===== config.mk =====
export PLATFORM = sky130hd
export DESIGN_NAME = sample_packer
export DESIGN_NICKNAME = d
export VERILOG_FILES = /design/src/rtl/sample_packer.sv
export SDC_FILE = /design/constraint.sdc
export NUM_CORES = 1
export LEC_CHECK = 0
export ABC_AREA = 1
export BUFFER_PORTS_ARGS = -buffer_cell sky130_fd_sc_hd__buf_4
export CAP_MARGIN = 20
export CORE_AREA = 2 2 105 107
export CTS_BUF_LIST = sky130_fd_sc_hd__clkbuf_2
export DETAILED_ROUTE_END_ITERATION = 10
export DIE_AREA = 0 0 107 109
export PLACE_DENSITY = 0.46
export SYNTH_ARGS = -nofsm -noshare
export SYNTH_HDL_FRONTEND = slang
export SYNTH_SLANG_ARGS = --single-unit

===== constraint.sdc =====
create_clock -name clk_in -period 2.2 [get_ports clk_in]
set_input_delay 0.22 -clock clk_in [delete_from_list [all_inputs] [get_ports clk_in]]
set_output_delay 0.22 -clock clk_in [all_outputs]
set_load 0.01 [all_outputs]

===== src/rtl/sample_packer.sv =====
// sample_packer: packs PACK_COUNT narrow samples into one wide word with frame-last
// and valid-lane count, using a single output register with skid-free backpressure.
module sample_packer #(
    parameter int IN_WIDTH   = 8,
    parameter int PACK_COUNT = 4
) (
    input  logic                                 clk_in,
    input  logic                                 rst_in,
    input  logic [IN_WIDTH-1:0]                  s_data_in,
    input  logic                                 s_valid_in,
    input  logic                                 s_last_in,
    output logic                                 s_ready_out,
    output logic [IN_WIDTH*PACK_COUNT-1:0]       m_data_out,
    output logic                                 m_valid_out,
    output logic                                 m_last_out,
    output logic [$clog2(PACK_COUNT+1)-1:0]      m_count_out,
    input  logic                                 m_ready_in
);
    localparam int DW = IN_WIDTH * PACK_COUNT;
    localparam int LW = $clog2(PACK_COUNT);
    localparam int CW = $clog2(PACK_COUNT + 1);

    logic [LW-1:0] lane_q, lane_d;
    logic [DW-1:0] acc_q, acc_d, data_q, data_d, merged;
    logic [CW-1:0] count_q, count_d;
    logic          valid_q, valid_d, last_q, last_d, accept, done;

    assign s_ready_out = !valid_q || m_ready_in;
    assign m_data_out  = data_q;
    assign m_valid_out = valid_q;
    assign m_last_out  = last_q;
    assign m_count_out = count_q;

    // The completing sample goes straight into the output word; the accumulator restarts empty.
    always_comb begin
        accept  = s_valid_in && s_ready_out;
        merged  = acc_q | (DW'(s_data_in) << (lane_q * IN_WIDTH));
        done    = accept && (s_last_in || lane_q == LW'(PACK_COUNT - 1));
        lane_d  = done ? '0 : accept ? lane_q + LW'(1) : lane_q;
        acc_d   = done ? '0 : accept ? merged : acc_q;
        valid_d = done || (valid_q && !m_ready_in);
        data_d  = done ? merged : data_q;
        last_d  = done ? s_last_in : last_q;
        count_d = done ? CW'(lane_q) + CW'(1) : count_q;
    end

    always_ff @(posedge clk_in) begin
        if (rst_in) begin
            lane_q  <= '0;
            acc_q   <= '0;
            data_q  <= '0;
            valid_q <= 1'b0;
            last_q  <= 1'b0;
            count_q <= '0;
        end else begin
            lane_q  <= lane_d;
            acc_q   <= acc_d;
            data_q  <= data_d;
            valid_q <= valid_d;
            last_q  <= last_d;
            count_q <= count_d;
        end
    end
endmodule


==> flow_summary_export.csv, run 1 <==
group,metric,value,unit
outcome,status,"finished, final reports clean",
sta,rsz0062_at_grt,"false",
power_and_ir_drop,power_density,731,nW/um^2
power_and_ir_drop,ir_drop,0.000268,V
cells_and_area,drive_gt1_share,14.5,%
cells_and_area,final_cell_mix,"nor2_1 (160), nand2_1 (105), dfxtp_1 (71)",
global_route,gr-total-overflow,0,
yosys,syn_area_per_cell,6.49,um^2
yosys,synth.yosys.warnings,0,
cts,clk_pin_slew,0.21,ns
yosys,synth_seq_area_share,45.7,%
die,start_util,29.3,%
placed_design,dp_cells,652,
cts,cts_buffers,9,
cts,hold_buffers,4,
cts,cts_resized,0,
yosys,ys_ff_latch,71,
global_route,grt_use_met3,2.39,%
yosys,synthCells,479,
placed_design,dp_hpwl,4730,um
yosys,netlist_area,3110,um^2
power_and_ir_drop,total_power,2.75,mW
cells_and_area,area_delta_synth_final,20.9,%
die,io_pins,51,
global_route,grtUsageMet2,20.9,%
cts,cts_setup_buffers,0,
global_route,grt_use_total,13.5,%
sta,finalSetupTns,0,ns
global_route,antenna_found_initial,0,
global_route,grt_max_degree,65,
sta,slew_headroom,55.1,%
die,core,10600,um^2
sta,hold_viol_final,0,
cts,cts_tree,"done",
detailed_routing,via_count,2753,
die,die_w,107,um
setup_path,cp_max_fo,5,
cells_and_area,diodes,0,
detailed_routing,viasPerCell,4.10,
yosys,ys_top_cells_by_area,"dfxtp_1 (46%), nor2_1 (19%), nand2_1 (13%)",
hold_path,worstHoldStart,"s_data_in[7]",
cells_and_area,postLayoutCoreUtil,35.4,%
setup_path,worstPathRequired,2.68,ns
global_route,grt_pass1_wl,12000,um
cells_and_area,nets,541,
setup_path,rrSetupSlack,0.62,ns
yosys,synth_cell_types,18,
detailed_routing,drc,0,
die,dieArea,11700,um^2
setup_path,start_kind,"flop",
cts,root_buffer,"clkbuf_2",
global_route,grt_pass1_vias,2494,
flow_run,drv_cap,0,
setup_path,critPathLaunch,"m_valid_out$_SDFF_PP0_",
detailed_routing,ant_nets,0,
sta,maxSlewViolCount,0,
placed_design,portBuffers,50,
sta,period_share,71.9,%
setup_path,worstSetupEndpointType,"flop",
cells_and_area,fin_cells,672,
die,rows,38,
sta,period_minus_slack,1.58,ns
sta,holdWs,0.0964,ns
cts,ctsLongestPathBuffers,2,
cts,clk_latency,0.53,ns
yosys,yosysTopAreaCell,"dfxtp_1",
placed_design,gp_congestion,0.710,
sta,tightestPinTransition,0.671,ns
setup_path,path_class,"flop to flop",
cts,htreeDepth,3,
cts,clock-sinks,71,
yosys,syn_nets,493,
setup_path,critical_path_arrival,2.07,ns
setup_path,worstReg2RegStart,"m_valid_out$_SDFF_PP0_",
detailed_routing,drt_iter0_drc,139,
hold_path,hp-class,"input port to flop",
global_route,use_met1,17.7,%
yosys,synth.top_cell.area_share,45.7,%
sta,finClkSkew,0.0272,ns
cells_and_area,final_common_cell,"nor2_1",
sta,fmax,632,MHz
die,die_h,109,um
power_and_ir_drop,leakage,1.94,nW
detailed_routing,first_pass_iters,4,
sta,setup_viol,0,
detailed_routing,routedWlPerCell,11.0,um
global_route,grt-busiest-layer,"met2",
detailed_routing,totalWireLength,7420,um
==> cell families (layout without fill, tap and decap cells) <==
kind of cell | Yosys count | in the layout | synth area share (%)
AND/OR/NAND/NOR | 307 | 307 | 39.4
flip-flops | 71 | 71 | 45.7
buffers and inverters | 93 | 146 | 13.3
adder cells (fa/ha/maj) | 1 | 1 | 0.402
AO/OA/AOI/OAI | 7 | 7 | 1.13
==> synth_stat cells (all sizes together) <==
cell	n
clkbuf	2
buf	20
o21ai	1
inv	71
nand2	108
ha	1
dfxtp	71
a21oi	6
nor2	160
nand3	39
==> worst paths after layout <==
kind / end / depth (start not counted)
worst min-delay path: acc_q[23]$_SDFFE_PP0P_ / 5
worst max-delay path: m_last_out$_SDFFE_PP0P_ / 4
worst max register to register: m_last_out$_SDFFE_PP0P_ / 4
worst min register to register: m_count_out[1]$_SDFFE_PP0P_ / 2
==> registers in the layout (all words and copies together), names as in the netlist <==
register / flops
acc_q: 32
m_data_out: 32
m_count_out: 3
lane_q: 2
m_last_out: 1
m_valid_out: 1
==> area by class of cell <==
cell class | instances | area [um^2]
well taps | 140 | 175
multi-input cells | 315 | 1270
repair buffers | 59 | 465
inverters | 71 | 269
clock inverters | 4 | 93.8
fillers | 1171 | 6840
flip-flops and latches | 71 | 1420
clock buffers | 12 | 60.1
==> worst max-delay path: stages (launching register included) <==
cell	delay, ns
dfxtp_1	0.39
a21oi_1	0.38
nand2_1	0.09
a21oi_1	0.15
dlygate4sd3_1	0.55
==> power by group <==
group / switching [mW] / internal, mW / total [mW] / leakage, nW
combinational: 0.236 / 0.154 / 0.390 / 1.27
sequential: 0.0301 / 1.35 / 1.38 / 0.580
clock: 0.477 / 0.502 / 0.979 / 0.0938
==> metal layers <==
layer | up-vias | wire length, um
li1 | 1500 | -
met1 | 1193 | 3790
met2 | 51 | 3240
met3 | 9 | 224
met4 | 0 | 154
met5 | - | 0
==> metrics by stage <==
stage / area [um^2] / worst slack (ns)
CTS: 3760 / 0.628
finish: 3760 / 0.619
floorplan: 3110 / 1.01
detailed placement: 3560 / 0.745
global route: 3760 / 0.521
global placement: 3560 / 0.780
(Power assumes the default switching activity.)
==> run 2, diff against run 1 <==
==> constraint.sdc (replaced) <==
create_clock -name clk_in -period 1.6 [get_ports clk_in]
set_input_delay 0.16 -clock clk_in [delete_from_list [all_inputs] [get_ports clk_in]]
set_output_delay 0.16 -clock clk_in [all_outputs]
set_load 0.01 [all_outputs]
==> flow_summary_export.csv, run 2 (synthesized netlist as in run 1, its figures left out) <==
group,metric,value,unit
cells_and_area,drive_gt1_share,15.0,%
sta,setup_viol,0,
cts,root_buffer,"clkbuf_2",
global_route,grt_pass1_vias,2576,
hold_path,hp-class,"input port to flop",
sta,maxSlewViolCount,0,
setup_path,cp_max_fo,34,
global_route,grt_pass1_wl,12300,um
setup_path,worstSetupEndpointType,"flop",
cts,cts_buffers,9,
die,rows,38,
detailed_routing,routedWlPerCell,11.0,um
placed_design,gp_congestion,0.728,
setup_path,cpMaxStageDelayCell,"dfxtp_1",
sta,period_share,85.4,%
die,die_w,107,um
cells_and_area,nets,544,
setup_path,critical_path_arrival,1.78,ns
setup_path,cpPeakStageDelay,0.39,ns
detailed_routing,ant_nets,0,
cells_and_area,area_delta_synth_final,23.4,%
placed_design,portBuffers,50,
setup_path,crit_chain,"ha_1, inv_1, nand2_1, nand3_4, nand2_2, buf_12, nor2_1",
cells_and_area,final_common_cell,"nor2_1",
detailed_routing,totalWireLength,7460,um
detailed_routing,via_count,2811,
sta,fmax,732,MHz
sta,period_minus_slack,1.37,ns
power_and_ir_drop,ir_drop,0.000370,V
detailed_routing,viasPerCell,4.16,
cells_and_area,fillers,1172,
die,dieArea,11700,um^2
die,core,10600,um^2
setup_path,rrSetupSlack,0.23,ns
cells_and_area,postLayoutCoreUtil,36.2,%
sta,slew_headroom,74.5,%
die,start_util,29.3,%
placed_design,pre_cts_slack,0.125,ns
sta,rsz0062_at_grt,"false",
detailed_routing,drc,0,
power_and_ir_drop,power_density,987,nW/um^2
global_route,grt_use_total,13.8,%
sta,tightestPinTransition,0.382,ns
global_route,antenna_found_initial,1,
cts,ctsLongestPathBuffers,2,
power_and_ir_drop,leakage,1.97,nW
cts,clk_latency,0.53,ns
detailed_routing,drt_iter0_drc,124,
cts,clock-sinks,71,
cells_and_area,final_cell_mix,"nor2_1 (160), nand2_1 (105), dfxtp_1 (71)",
detailed_routing,first_pass_iters,4,
cts,htreeDepth,3,
sta,fin_ws,0.233,ns
flow_run,drv_cap,0,
outcome,status,"finished, final reports clean",
placed_design,dp_hpwl,4930,um
setup_path,worstPathRequired,2.02,ns
sta,finalSetupTns,0,ns
global_route,grt_max_degree,35,
sta,holdWs,0.0506,ns
cts,cts_tree,"done",
cts,clk_pin_slew,0.22,ns
setup_path,path_class,"flop to flop",
die,io_pins,51,
sta,hold_viol_final,0,
cts,cts_resized,0,
die,die_h,109,um
setup_path,start_kind,"flop",
sta,finClkSkew,0.0275,ns
global_route,gr-total-overflow,0,
==> run 2: cell types whose count changed in the layout (fill, tap and decap cells not counted) <==
| cell | previous run | this run |
|---|---|---|
| clkinvlp_4 | 0 | 1 |
| buf_4 | 54 | 53 |
| clkinv_2 | 0 | 2 |
| diode_2 | 0 | 1 |
| buf_12 | 1 | 5 |
| clkbuf_2 | 12 | 9 |
==> run 2: power by group <==
part	switching (mW)	leakage, nW	internal [mW]
Clock	0.662	0.0893	0.663
Combinational	0.331	1.30	0.234
Sequential	0.0411	0.580	1.85
==> run 2: area by class of cell <==
class / instances / area (um^2) / area share, %
Inverter: 71 / 269 / 7.01
Multi-Input combinational cell: 315 / 1270 / 33.2
Clock buffer: 9 / 45.0 / 1.17
Timing Repair Buffer: 62 / 538 / 14.0
Tap cell: 140 / 175 / 4.57
Sequential cell: 71 / 1420 / 37.1
Antenna cell: 1 / 2.50 / 0.0652
Clock inverter: 7 / 111 / 2.90
==> run 2: routing by layer <==
metal | GRT usage (%) | vias up | wire, um
met2 | 21.5 | 54 | 3340
li1 | - | 1505 | -
met3 | 2.81 | 13 | 275
met1 | 17.8 | 1239 | 3660
met4 | 7.70 | 0 | 185
met5 | 0 | - | 0
==> run 2: final timing paths <==
check                                end  depth (start not counted)               startpoint
min reg2reg      m_last_out$_SDFFE_PP0P_                          2  m_last_out$_SDFFE_PP0P_
min          m_data_out[16]$_SDFFE_PP0P_                          5             s_data_in[0]
max               acc_q[19]$_SDFFE_PP0P_                          7   lane_q[0]$_SDFFE_PP0P_
max reg2reg       acc_q[19]$_SDFFE_PP0P_                          7   lane_q[0]$_SDFFE_PP0P_
==> run 2: stage by stage <==
step | total power [mW] | std cells | area, um^2
final | 3.79 | 676 | 3840
after CTS | 3.84 | 674 | 3830
after detailed placement | 2.50 | 654 | 3630
after floorplan | 2.27 | 479 | 3110
after global routing | 4.01 | 676 | 3840
after global placement | 2.49 | 654 | 3630
==> run 2: timing repair <==
| action | CTS | global route |
|---|---|---|
| hold buffers | 4 | 0 |
| endpoints found under the hold margin | 5 | 0 |
| endpoints found under the setup margin | 0 | 8 |
| setup buffers | 0 | 1 |
==> run 2: critical path, delay by kind of cell, from the launching register on <==
| kind | cells | cell delay (ns) |
|---|---|---|
| buf+inv | 2 | 0.26 |
| flops | 1 | 0.39 |
| simple gates | 4 | 0.44 |
| fa+ha+maj | 1 | 0.18 |
